$ cat config.mk
export PLATFORM = sky130hd
export DESIGN_NAME = scc_output_stage
export DESIGN_NICKNAME = d
export VERILOG_FILES = /design/src/rtl/scc_output_stage.sv
export SDC_FILE = /design/constraint.sdc
export NUM_CORES = 1
export LEC_CHECK = 0
export ABC_CLOCK_PERIOD_IN_PS = 3390
export CAP_MARGIN = 20
export CORE_AREA = 4 4 100 102
export CTS_BUF_LIST = sky130_fd_sc_hd__clkbuf_4
export DETAILED_ROUTE_END_ITERATION = 10
export DIE_AREA = 0 0 104 106
export GPL_ROUTABILITY_DRIVEN = 1
export HOLD_SLACK_MARGIN = 0.12
export PLACE_DENSITY = 0.79
export SETUP_SLACK_MARGIN = 0.05
export SYNTH_ARGS = -nofsm -noshare
export SYNTH_HDL_FRONTEND = slang
export SYNTH_SLANG_ARGS = --single-unit
$ cat constraint.sdc
create_clock -name clk -period 3.39 [get_ports clk]
set_input_delay 0.5085 -clock clk [delete_from_list [all_inputs] [get_ports clk]]
set_output_delay 0.5085 -clock clk [all_outputs]
set_load 0.03 [all_outputs]
$ cat src/rtl/scc_output_stage.sv
`default_nettype none
// +----------------------------------------------------------------------------+
// | scc_output_stage: DC removal, IIR low-pass, gain/saturation to 16-bit PCM, |
// | plus a first-order 1-bit delta-sigma DAC.            Revision: 1.0         |
// +----------------------------------------------------------------------------+
module scc_output_stage #(
  parameter int FILTER_SHIFT = 2,
  parameter int DC_OFFSET    = 640
) (
  input  logic               nreset,
  input  logic               clk,
  input  logic               enable,
  input  logic [2:0]         active,
  input  logic [10:0]        mix_in,
  input  logic               mute,
  input  logic [1:0]         gain,
  output logic signed [15:0] sound_out,
  output logic               sample_valid,
  output logic               dac_out
);

  localparam int ACC_W = 12 + FILTER_SHIFT + 2;
  localparam int P_W   = ACC_W + 6;

  logic signed [11:0]      x_q, x_d;
  logic                    v1_q, v1_d;
  logic signed [ACC_W-1:0] acc_q, acc_d;
  logic                    v2_q, v2_d;
  logic signed [15:0]      sound_q, sound_d;
  logic                    valid_q, valid_d;
  logic [15:0]             ds_q, ds_d;
  logic                    dac_q, dac_d;

  logic signed [ACC_W-1:0] x_ext;
  logic signed [ACC_W-1:0] y;
  logic signed [P_W-1:0]   y_ext;
  logic signed [P_W-1:0]   p;
  logic signed [15:0]      p_sat;
  logic [16:0]             ds_sum;

  // Filter output kept in its own signed assignment so the shift stays arithmetic.
  assign y      = acc_q >>> FILTER_SHIFT;
  assign x_ext  = {{(ACC_W-12){x_q[11]}}, x_q};
  assign y_ext  = {{(P_W-ACC_W){y[ACC_W-1]}}, y};
  assign p      = y_ext <<< (3 + gain);
  assign ds_sum = {1'b0, ds_q} + {1'b0, sound_q ^ 16'h8000};

  always_comb begin
    if (p > 32767)       p_sat = 16'sh7FFF;
    else if (p < -32768) p_sat = -16'sh8000;
    else                 p_sat = p[15:0];
  end

  always_comb begin
    x_d     = x_q;
    v1_d    = v1_q;
    acc_d   = acc_q;
    v2_d    = v2_q;
    sound_d = sound_q;
    ds_d    = ds_q;
    dac_d   = dac_q;
    valid_d = 1'b0;
    if (enable) begin
      v1_d = (active == 3'd2);
      if (active == 3'd2)
        x_d = {1'b0, mix_in} - 12'(DC_OFFSET);
      v2_d = v1_q;
      if (v1_q)
        acc_d = acc_q + x_ext - y;
      if (v2_q) begin
        sound_d = mute ? 16'sd0 : p_sat;
        valid_d = 1'b1;
      end
      ds_d  = ds_sum[15:0];
      dac_d = ds_sum[16];
    end
  end

  always_ff @(posedge clk or negedge nreset) begin
    if (!nreset) begin
      x_q     <= '0;
      v1_q    <= 1'b0;
      acc_q   <= '0;
      v2_q    <= 1'b0;
      sound_q <= '0;
      valid_q <= 1'b0;
      ds_q    <= '0;
      dac_q   <= 1'b0;
    end else begin
      x_q     <= x_d;
      v1_q    <= v1_d;
      acc_q   <= acc_d;
      v2_q    <= v2_d;
      sound_q <= sound_d;
      valid_q <= valid_d;
      ds_q    <= ds_d;
      dac_q   <= dac_d;
    end
  end

  assign sound_out    = sound_q;
  assign sample_valid = valid_q;
  assign dac_out      = dac_q;

endmodule
`default_nettype wire

Yosys cells after proc, flatten, opt, wreduce, memory -nomap -nowiden. Index checks and enable logic that the tools add are counted.

Eq/ne operators: 1. Bitwise operators: 1. Magnitude comparators: 2. Shifts and indexed selects: 1. Reductions and logical operators: 3. Multiplexer cells: 5. Add/subtract/negate cells: 5.

Operators with widths (count): 2-to-1 mux 16 bit (3); greater-than comparator 22 x 16 -> 1 bit, second input constant (1); < comparator 22 x 16 -> 1 bit, second input constant (1); <<< shifter 14 x 3 -> 22 bit (1); adder 16 x 16 -> 17 bit (1); adder 16 x 12 -> 16 bit (1); subtractor 16 x 14 -> 16 bit (1); subtractor 11 x 10 -> 12 bit, second input constant (1); AND reduction 2 bit (3); adder 2 x 2 -> 3 bit, first input constant (1); equality test 3 x 2 -> 1 bit, second input constant (1); 2-to-1 mux 1 bit (2); inverter 1 bit (1).

Word-level logic and storage cells: 26. Output and inout port bits: 18. Register bits after elaboration: 64. Input bits: 20.

Longest topological paths before layout. Gate-level depths: netlist of run 1.

Word-level depth: 6. Depth in mapped cells: 13. Depth with buffers taken out: 11.

Worst setup path after synthesis of run 1. Ideal clock, no wire load.

Path type: flip-flop to flip-flop. Start point: register acc_q[3]. End point: register acc_q[12]. Buffers on the path: 0. Slack: 0.638 ns. Stages on the path, launching flop included: 10. Data arrival time: 2.606 ns. Period minus slack after synthesis: 2.752 ns. Data required time: 3.244 ns. Setup time: 0.146 ns. Path through: dfrtp_1 -> fa_1 -> inv_1 -> fa_1 -> a21o_1 -> a31o_2 -> a21o_1 -> a31oi_1 -> o21a_1 -> o311ai_0.

Word-level cells in the longest chain between the ends: 2.

RTL lines: start: declaration (RTL line 27) `logic signed [ACC_W-1:0] acc_q, acc_d;`; start signal: assignment (RTL line 83) `acc_q <= '0;`; start signal: assignment (RTL line 92) `acc_q <= acc_d;`; adder 16 x 12 -> 16 bit (RTL line 69) `acc_d = acc_q + x_ext - y;`; subtractor 16 x 14 -> 16 bit (*) (RTL line 69).

Mark *: on every way between the ends. The rest lies on a longest branch, timed or not. A chain may end at the register's enable or synchronous reset.

Final worst setup path of run 1.
Start point: register acc_q[2]. End point: register acc_q[15].

The elaborated chain is that of the path after synthesis.

==> results of run 1 <==
## registers in the layout, indices dropped and copies added, names as in the netlist
register	cells
acc_q	16
dac_out	1
ds_q	16
sample_valid	1
sound_out	16
v1_q	1
v2_q	1
x_q	12
## cells by family (layout without fill, tap and decap cells)
group | after synthesis | count (layout)
AO/OA/AOI/OAI | 160 | 160
multiplexers | 28 | 28
buffers and inverters | 89 | 132
adder cells (fa/ha/maj) | 51 | 51
AND/OR/NAND/NOR | 131 | 131
XOR/XNOR | 24 | 24
flip-flops | 64 | 64
## through the flow
stage	setup slack (ns)	instances	hold WS [ns]	utilization, %
after CTS	0.4095	701	0.2064	60.99
after global routing	0.1710	701	0.2434	60.99
after global placement	0.2776	685	0.4650	59.30
final	0.4057	701	0.1808	60.99
after floorplan	0.6376	547	0.2129	-
after detailed placement	0.1325	685	0.4782	59.30
## placed cells by master, fill, tap and decap left out, types with 15 or more instances in the layout
master and instances:
fa_1 16, mux2_2 15, a21oi_1 36, o21ai_0 50, nand2_1 53, dfrtp_1 64
nor2_1 35, clkdlybuf4s50_1 36, ha_1 35, a221o_1 16, inv_1 67
## metal layers
metal | track usage (%) | wire, um | vias up
met3 | 2.672 | 419 | 28
li1 | - | - | 1996
met5 | 0 | 0 | -
met1 | 24.71 | 4640 | 1930
met2 | 35.75 | 5255 | 83
met4 | 9.497 | 339 | 0
## cell usage after synthesis (all sizes together) (3+ instances only)
cell type	n
nand3	5
and2	3
nor3	5
nor2	35
buf	10
a221o	16
a21boi	3
inv	68
clkbuf	11
xor2	12
ha	35
nor4	3
o21ai	53
o21a	5
a31oi	9
mux2	19
o211ai	4
fa	16
nor3b	6
nand2b	4
a221oi	4
a21oi	36
dfrtp	64
nand2	54
mux2i	9
xnor2	12
and3	3
nor2b	3
nand4b	3
a211oi	3
a21o	11
## worst min path at each step
stage          startpoint  endpoint  slack (ns)  depth (start not counted)
6_report           nreset   ds_q[4]        0.18                          1
5_1_grt            nreset   ds_q[4]        0.24                          1
2_1_floorplan      nreset  acc_q[0]        0.21                          0
3_5_place_dp       x_q[8]    x_q[8]        0.48                          2
4_1_cts            nreset   ds_q[4]        0.21                          1
3_3_place_gp       x_q[8]    x_q[8]        0.47                          2
## final cells by class
class,count,area [um2],area share [%]
repair buffers,48,447.9,8.063
flip-flops and latches,64,1602,28.83
clock inverters,7,86.33,1.554
multi-input cells,394,2958,53.24
clock buffers,9,67.56,1.216
well taps,111,138.9,2.500
inverters,68,255.2,4.595
## power groups by stage
stage / Clock [uW] / Combinational [uW] / Sequential [uW]
3_5_place_dp: 0 / 4490 / 1410
6_report: 581 / 4530 / 1390
2_1_floorplan: 0 / 3340 / 1490
4_1_cts: 594 / 4520 / 1390
3_3_place_gp: 0 / 4290 / 1390
5_1_grt: 631 / 5090 / 1440
==> metrics.md, run 1 <==
| Metric | Value |
|---|---|
| Outcome | `finished, final reports clean` |
| H-tree depth | `3` |
| Worst Skew | `0.01275 ns` |
| Total power | `6497 uW` |
| Reg-to-reg critical path startpoint | `acc_q[2]` |
| Peak VDD IR | `0.5988 mV` |
| Fillers | `786` |
| Leak | `0.002607 uW` |
| Drt pass-1 iters | `5` |
| PD cells | `1169 mW/mm2` |
| Adder-cell share of the synthesized area | `15.42%` |
| First-pass GRT wire length | `18300 um` |
| CTS Hold Bufs | `0` |
| Clock-pin slew on the worst setup and hold paths | `0.11 ns` |
| Post-DP Area | `0.005401 mm2` |
| Slew at the pin closest to its max-slew limit | `0.8331 ns` |
| End of the worst register-to-register path | `acc_q[15]` |
| Core area | `0.009109 mm2` |
| CP most frequent cell | `inv_1` |
| Main combinational cell family by area after synthesis | `compound AO/OA/AOI/OAI gates` |
| XOR/XNOR Fraction of Synth Area | `4.274%` |
| Logic pwr share | `69.7%` |
| Clock Tree Root | `clkbuf_4` |
| Post-cts sizing count | `0` |
| Setup violators final | `0` |
| Worst Setup EP | `acc_q[15]` |
| Die height | `106 um` |
| CTS tree | `done` |
| Critical path endpoint category | `flop` |
| Residual DRC | `0` |
| Synth unique cells | `61` |
| Period utilization | `88.03%` |
| F_max | `0.3351 GHz` |
| Sequential area share after synthesis | `32.56%` |
| Initial antenna violation count | `0` |
| Max_slew headroom | `44.16%` |
| Critical-path cell list | `inv_1, fa_1, inv_1, ha_1, o211a_1, a2111oi_2, o21ba_2, o2111ai_1, a21boi_1, xnor2_1` |
| Share of the synthesized area in the top cell type | `32.56%` |
| Critical Path Stages | `10` |
| Slowest-stage cell, CP | `fa_1` |
| Antenna diodes | `0` |
| Initial Util | `54.00%` |
| Clock Tree Buf Depth | `2` |
| Grt total ovfl | `0` |
| Iter 0 DRT Violations | `241` |
| Multiplexer area fraction after synthesis | `6.487%` |
| Post-synth EDFFs | `0` |
| Worst Path Required | `3.69 ns` |
| Synthesized area | `0.004918 mm2` |
| Largest net degree at the start of global routing | `40` |
| Crit path time final | `2.984 ns` |
| Synth warn | `0` |
| Max-slew violation count | `0` |
| Pint | `3419 uW` |
| Wire per inst | `15.20 um` |
| Post-Syn Nets | `618` |
| DR vias/cell | `5.759` |
| Worst-Skew Late Latency | `0.41 ns` |
| P&R area growth vs syn | `12.95%` |
| Setup TNS | `0 ns` |
| Clock share of power | `9.0%` |
| Synth area leader | `dfrtp_1` |
| CP Class | `reg -> reg` |
| Die width | `104 um` |
| Number of global-route vias before repair | `3960` |
| # Max-Cap Violations | `0` |
| Area contributors post-synth | `dfrtp_1 (33%), ha_1 (8.9%), fa_1 (6.5%)` |
| Main synth FF type | `dfrtp_1` |
| Port bufs | `37` |
| Post-CTS Setup Inserts | `0` |
| CTS buffer count | `9` |
| Top-Level Pins | `38` |
| Register bit count reported by yosys | `64` |
| Syn Inst Count | `547` |
| Post-route cell area | `0.005555 mm2` |
| Min-delay worst type | `in -> async` |
| Layout cells sized above 1 | `9.492%` |
| Internal reg-to-reg setup slack | `0.41 ns` |
| Critical Path Fanout Max | `4` |
| RSZ-0062 raised after global routing | `no` |
| HPWL after detailed placement | `8286 um` |
| Simple-Gate Fraction of Synth Area | `12.57%` |
| GRT Overall Usage | `20.29%` |
| Arr. time, crit path | `3.29 ns` |
| Compound-gate portion of the synthesized area | `21.27%` |
| Drt total wl | `10650 um` |
| Share of power burned in registers | `21.4%` |
| Mapped Avg Cell Area | `8.992 um2` |
| Sw Pwr | `3078 uW` |
| Worst Setup SP | `acc_q[2]` |
| Nets | `656` |
| RD Place Congestion | `0.9146` |
| Num rows | `35` |
| Vias | `4037` |
| Final hold vios | `0` |
| CTS sink count | `64` |
| Max incr delay on CP | `0.52 ns` |
| Ys async rst share | `100.0%` |
| Antenna Nets Post-Route | `0` |
| CP startpoint kind | `flop` |
| Die area | `0.01102 mm2` |
| Crit-path leading delay family | `compound AO/OA/AOI/OAI gates` |
| Buffers plus inverters on the worst setup path | `2` |
| Switch share | `47.38%` |
| FF-to-FF path depth | `10` |
No activity file was read; power rests on OpenSTA's default activity.
==> run 2: changes to the inputs <==
CORE_AREA = 2 2 98 100   (was 4 4 100 102)
DIE_AREA = 0 0 100 102   (was 0 0 104 106)
==> run 2 against run 1 <==
Flip-flop and latch count is the same. Global-route usage is 2.1 points higher. Critical path type unchanged. Clock power decreased by 11%. Die area fell by 7.5%. Critical path depth fell by 1.
==> metrics.md, run 2 (synthesized netlist as in run 1, its figures left out) <==
| Metric | Value |
|---|---|
| Outcome | `finished, final reports clean` |
| Iter 0 DRT Violations | `248` |
| Port bufs | `37` |
| Critical Path Fanout Max | `5` |
| Largest net degree at the start of global routing | `65` |
| Clock-pin slew on the worst setup and hold paths | `0.11 ns` |
| Commonest non-fill, non-tap cell in the layout | `inv_1` |
| Die area | `0.01020 mm2` |
| Setup TNS | `0 ns` |
| Share of power burned in registers | `21.8%` |
| Crit path time final | `3.074 ns` |
| DR vias/cell | `5.765` |
| Worst-Skew Late Latency | `0.41 ns` |
| RSZ-0062 raised after global routing | `no` |
| Worst Skew | `0.01602 ns` |
| CTS buffer count | `9` |
| GRT Overall Usage | `22.42%` |
| RD Place Congestion | `0.9017` |
| Buffers plus inverters on the worst setup path | `1` |
| Critical path endpoint category | `flop` |
| P&R area growth vs syn | `12.13%` |
| Nets | `654` |
| Logic pwr share | `70.1%` |
| Max_slew headroom | `45.65%` |
| Antenna diodes | `0` |
| CTS Hold Bufs | `0` |
| Wire per inst | `14.88 um` |
| Worst Path Required | `3.66 ns` |
| Arr. time, crit path | `3.34 ns` |
| Num rows | `35` |
| Sw Pwr | `3038 uW` |
| Min-delay worst type | `in -> async` |
| F_max | `0.3253 GHz` |
| Layout cells sized above 1 | `9.199%` |
| Slew at the pin closest to its max-slew limit | `0.8109 ns` |
| Post-DP Area | `0.005386 mm2` |
| Clock Tree Root | `clkbuf_4` |
| Leak | `0.002584 uW` |
| Initial antenna violation count | `0` |
| Grt total ovfl | `0` |
| Vias | `4024` |
| Post-route cell area | `0.005515 mm2` |
| Final hold vios | `0` |
| Clock share of power | `8.1%` |
| Reg-to-reg critical path startpoint | `acc_q[3]` |
| Clock Tree Buf Depth | `2` |
| Antenna Nets Post-Route | `0` |
| First-pass GRT wire length | `18310 um` |
| Worst Setup SP | `acc_q[3]` |
| Final std cells w/o fill | `698` |
| Critical-path cell list | `fa_1, inv_1, fa_1, a21o_1, a31o_2, a21o_1, a31oi_1, o21a_1, o311ai_0` |
| PD cells | `1155 mW/mm2` |
| Post-CTS Setup Inserts | `0` |
| Pint | `3330 uW` |
| CP startpoint kind | `flop` |
| Number of global-route vias before repair | `4002` |
| Top-Level Pins | `38` |
| Initial Util | `54.00%` |
| Core area | `0.009109 mm2` |
| CTS sink count | `64` |
| Max incr delay on CP | `0.50 ns` |
| Drt total wl | `10390 um` |
| Residual DRC | `0` |
| Setup violators final | `0` |
| Crit-path leading delay family | `compound AO/OA/AOI/OAI gates` |
| Post-cts sizing count | `0` |
| Switch share | `47.71%` |
| Drt pass-1 iters | `5` |
| Peak VDD IR | `0.7039 mV` |
| CTS tree | `done` |
| CP Class | `reg -> reg` |
| H-tree depth | `3` |
| HPWL after detailed placement | `8002 um` |
| Die height | `102 um` |
| Period utilization | `90.67%` |
| Max-slew violation count | `0` |
| Die width | `100 um` |
| Commonest cells after routing, fill and taps aside | `inv_1 (67), dfrtp_1 (64), nand2_1 (53)` |
| # Max-Cap Violations | `0` |
| Placed insts | `683` |
| Slowest-stage cell, CP | `fa_1` |
-- run 2: cell count changes in the layout (fill, tap and decap cells not counted), sizes merged --
cell      before  now
clkbuf         9   11
clkinv         5    2
buf           12   10
clkinvlp       0    1
bufinv         2    1
-- run 2: final cells by class --
| type | instances | area (um2) |
|---|---|---|
| clock buffer | 11 | 82.58 |
| clock inverter | 4 | 46.29 |
| fill | 795 | 3593 |
| inverter | 68 | 255.2 |
| multi-input combinational | 394 | 2958 |
| sequential | 64 | 1602 |
| tap | 111 | 138.9 |
| timing repair buffer | 46 | 432.9 |
-- run 2: metrics by stage --
| step | utilization, % | setup slack [ns] | power, uW | hold slack [ns] |
|---|---|---|---|---|
| after floorplan | - | 0.6376 | 4832 | 0.2129 |
| after global placement | 59.13 | 0.2722 | 5631 | 0.4678 |
| after detailed placement | 59.13 | 0.1249 | 5832 | 0.4764 |
| after CTS | 60.55 | 0.3161 | 6359 | 0.2853 |
| after global routing | 60.55 | 0.1118 | 7053 | 0.3331 |
| final | 60.55 | 0.3162 | 6368 | 0.2585 |
-- run 2: worst reg2reg max path: stages, from the launching register on --
cell and delay [ns]:
dfrtp_1 0.45, fa_1 0.50, inv_1 0.06, fa_1 0.46, a21o_1 0.21, a31o_2 0.25, a21o_1 0.20, a31oi_1 0.49
o21a_1 0.20, o311ai_0 0.11
-- run 2: metal layers --
layer | vias to the layer above | routed length (um) | GRT usage (%)
li1 | 1991 | - | -
met1 | 1934 | 4536 | 27.17
met2 | 82 | 5284 | 41.06
met3 | 17 | 386 | 2.599
met4 | 0 | 181 | 8.641
met5 | - | 0 | 0
-- run 2: worst paths after layout --
check                      slack, ns  depth (start not counted)        end
setup / recovery                0.32                          9  acc_q[12]
hold / removal                  0.26                          2    ds_q[1]
max in group asynchronous       2.60                          2     x_q[7]
hold reg to reg                 0.49                          2     x_q[8]
min in group clk                0.49                          2     x_q[8]
setup reg to reg                0.32                          9  acc_q[12]
-- run 2: power groups by stage --
stage	registers (uW)	logic, uW	clock network [uW]
final	1390	4460	517
after global routing	1430	5060	561
after global placement	1390	4240	0
after detailed placement	1410	4430	0
after CTS	1390	4440	524
after floorplan	1490	3340	0
==> run 3: changes to the inputs <==
MAX_ROUTING_LAYER = met4   (was default)
==> run 3 against run 2 <==
First-iteration DRC count fell by 37%. Core utilization rose by 0.082 points. Setup slack improved by 0.091 ns. Clock skew barely moved. Hold slack got worse by 0.073 ns. Critical endpoint is now acc_q[15]. Critical path depth rose by 1. Count of clock-buffer cells in the layout did not move. Combinational power rose by 1%. Critical path type unchanged. Flip-flop and latch count did not move.
==> metrics.md, run 3 (synthesized netlist as in run 1, its figures left out) <==
| Metric | Value |
|---|---|
| Num rows | `35` |
| Arr. time, crit path | `3.26 ns` |
| CP startpoint kind | `flop` |
| Grt total ovfl | `0` |
| Die width | `100 um` |
| Core area | `0.009109 mm2` |
| F_max | `0.3353 GHz` |
| Min-delay worst type | `in -> async` |
| Wire per inst | `15.00 um` |
| CTS tree | `done` |
| Final hold vios | `0` |
| Antenna diodes | `0` |
| Clock Tree Root | `clkbuf_4` |
| Max_slew headroom | `43.52%` |
| GRT Overall Usage | `22.48%` |
| Crit path time final | `2.983 ns` |
| CTS sink count | `64` |
| Critical path endpoint category | `flop` |
| Die height | `102 um` |
| HPWL after detailed placement | `8002 um` |
| # Max-Cap Violations | `0` |
| DR vias/cell | `5.794` |
| Drt total wl | `10480 um` |
| Largest net degree at the start of global routing | `40` |
| CP Class | `reg -> reg` |
| Worst-Skew Late Latency | `0.40 ns` |
| Period utilization | `87.99%` |
| Commonest non-fill, non-tap cell in the layout | `inv_1` |
| H-tree depth | `3` |
| Vias | `4050` |
| Port bufs | `37` |
| Die area | `0.01020 mm2` |
| Top-Level Pins | `38` |
| Post-cts sizing count | `0` |
| Worst Skew | `0.01569 ns` |
| Iter 0 DRT Violations | `157` |
| Leak | `0.002589 uW` |
| Residual DRC | `0` |
| Clock Tree Buf Depth | `2` |
| Peak VDD IR | `0.7194 mV` |
| Drt pass-1 iters | `5` |
| P&R area growth vs syn | `12.29%` |
| Antenna Nets Post-Route | `0` |
| Number of global-route vias before repair | `3938` |
| Total power | `6412 uW` |
| Post-CTS Setup Inserts | `0` |
| Slew at the pin closest to its max-slew limit | `0.8425 ns` |
| Nets | `655` |
| Setup TNS | `0 ns` |
| RD Place Congestion | `0.8736` |
| CTS buffer count | `9` |
| Initial Util | `54.00%` |
| Clock-pin slew on the worst setup and hold paths | `0.11 ns` |
| PD cells | `1161 mW/mm2` |
| Initial antenna violation count | `0` |
| Setup violators final | `0` |
| Layout cells sized above 1 | `9.354%` |
| Critical Path Fanout Max | `4` |
| Outcome | `finished, final reports clean` |
| CTS Hold Bufs | `0` |
| Placed insts | `684` |
| Final std cells w/o fill | `699` |
| Commonest cells after routing, fill and taps aside | `inv_1 (67), dfrtp_1 (64), nand2_1 (53)` |
| Max-slew violation count | `0` |
| Worst Path Required | `3.67 ns` |
| First-pass GRT wire length | `17740 um` |
| RSZ-0062 raised after global routing | `no` |
## run 3: cell count changes in the layout (fill, tap and decap cells not counted), sizes merged
cell,delta
buf,+1
## run 3: layout make-up
cell class	instances	area [um2]
timing repair buffer	47	440.4
tap	111	138.9
clock buffer	11	82.58
sequential	64	1602
multi-input combinational	394	2958
clock inverter	4	46.29
inverter	68	255.2
fill	810	3586
## run 3: through the flow
step / utilization, % / area (um2) / setup slack, ns / hold slack [ns]
3_3_place_gp: 59.22 / 5394 / 0.2595 / 0.4661
2_1_floorplan: - / 4918 / 0.6376 / 0.2129
4_1_cts: 60.63 / 5523 / 0.4133 / 0.2086
6_report: 60.63 / 5523 / 0.4072 / 0.1855
3_5_place_dp: 59.22 / 5394 / 0.1697 / 0.4738
5_1_grt: 60.63 / 5523 / 0.2187 / 0.2322
## run 3: final timing paths
check | start | to | slack, ns | cells past startpoint
setup reg to reg | acc_q[2] | acc_q[15] | 0.41 | 10
max in group asynchronous | nreset | x_q[6] | 2.31 | 2
hold / removal | nreset | ds_q[5] | 0.19 | 1
min in group clk | x_q[8] | x_q[8] | 0.50 | 2
hold reg to reg | x_q[8] | x_q[8] | 0.50 | 2
setup / recovery | acc_q[2] | acc_q[15] | 0.41 | 10
## run 3: worst max-delay path, cell delays in order (launching register included)
cell and delay (ns):
dfrtp_1 0.40, inv_1 0.11, fa_1 0.51, inv_1 0.04
ha_1 0.34, o211a_1 0.25, a2111oi_2 0.51, o21ba_2 0.27
o2111ai_1 0.13, a21boi_1 0.17, xnor2_1 0.13
## run 3: layer usage
metal  share of wire, %  global-route usage, %
met1                 45                  27.24
met2                 48                  37.58
met3                3.1                  2.736
met4                3.3                  10.85
met5                  0                      -
## run 3: where the power goes
group	leakage, uW	switching, uW	internal [uW]
logic	0.00172	2470	2040
registers	0.000795	312	1080
clock network	0.0000704	272	235
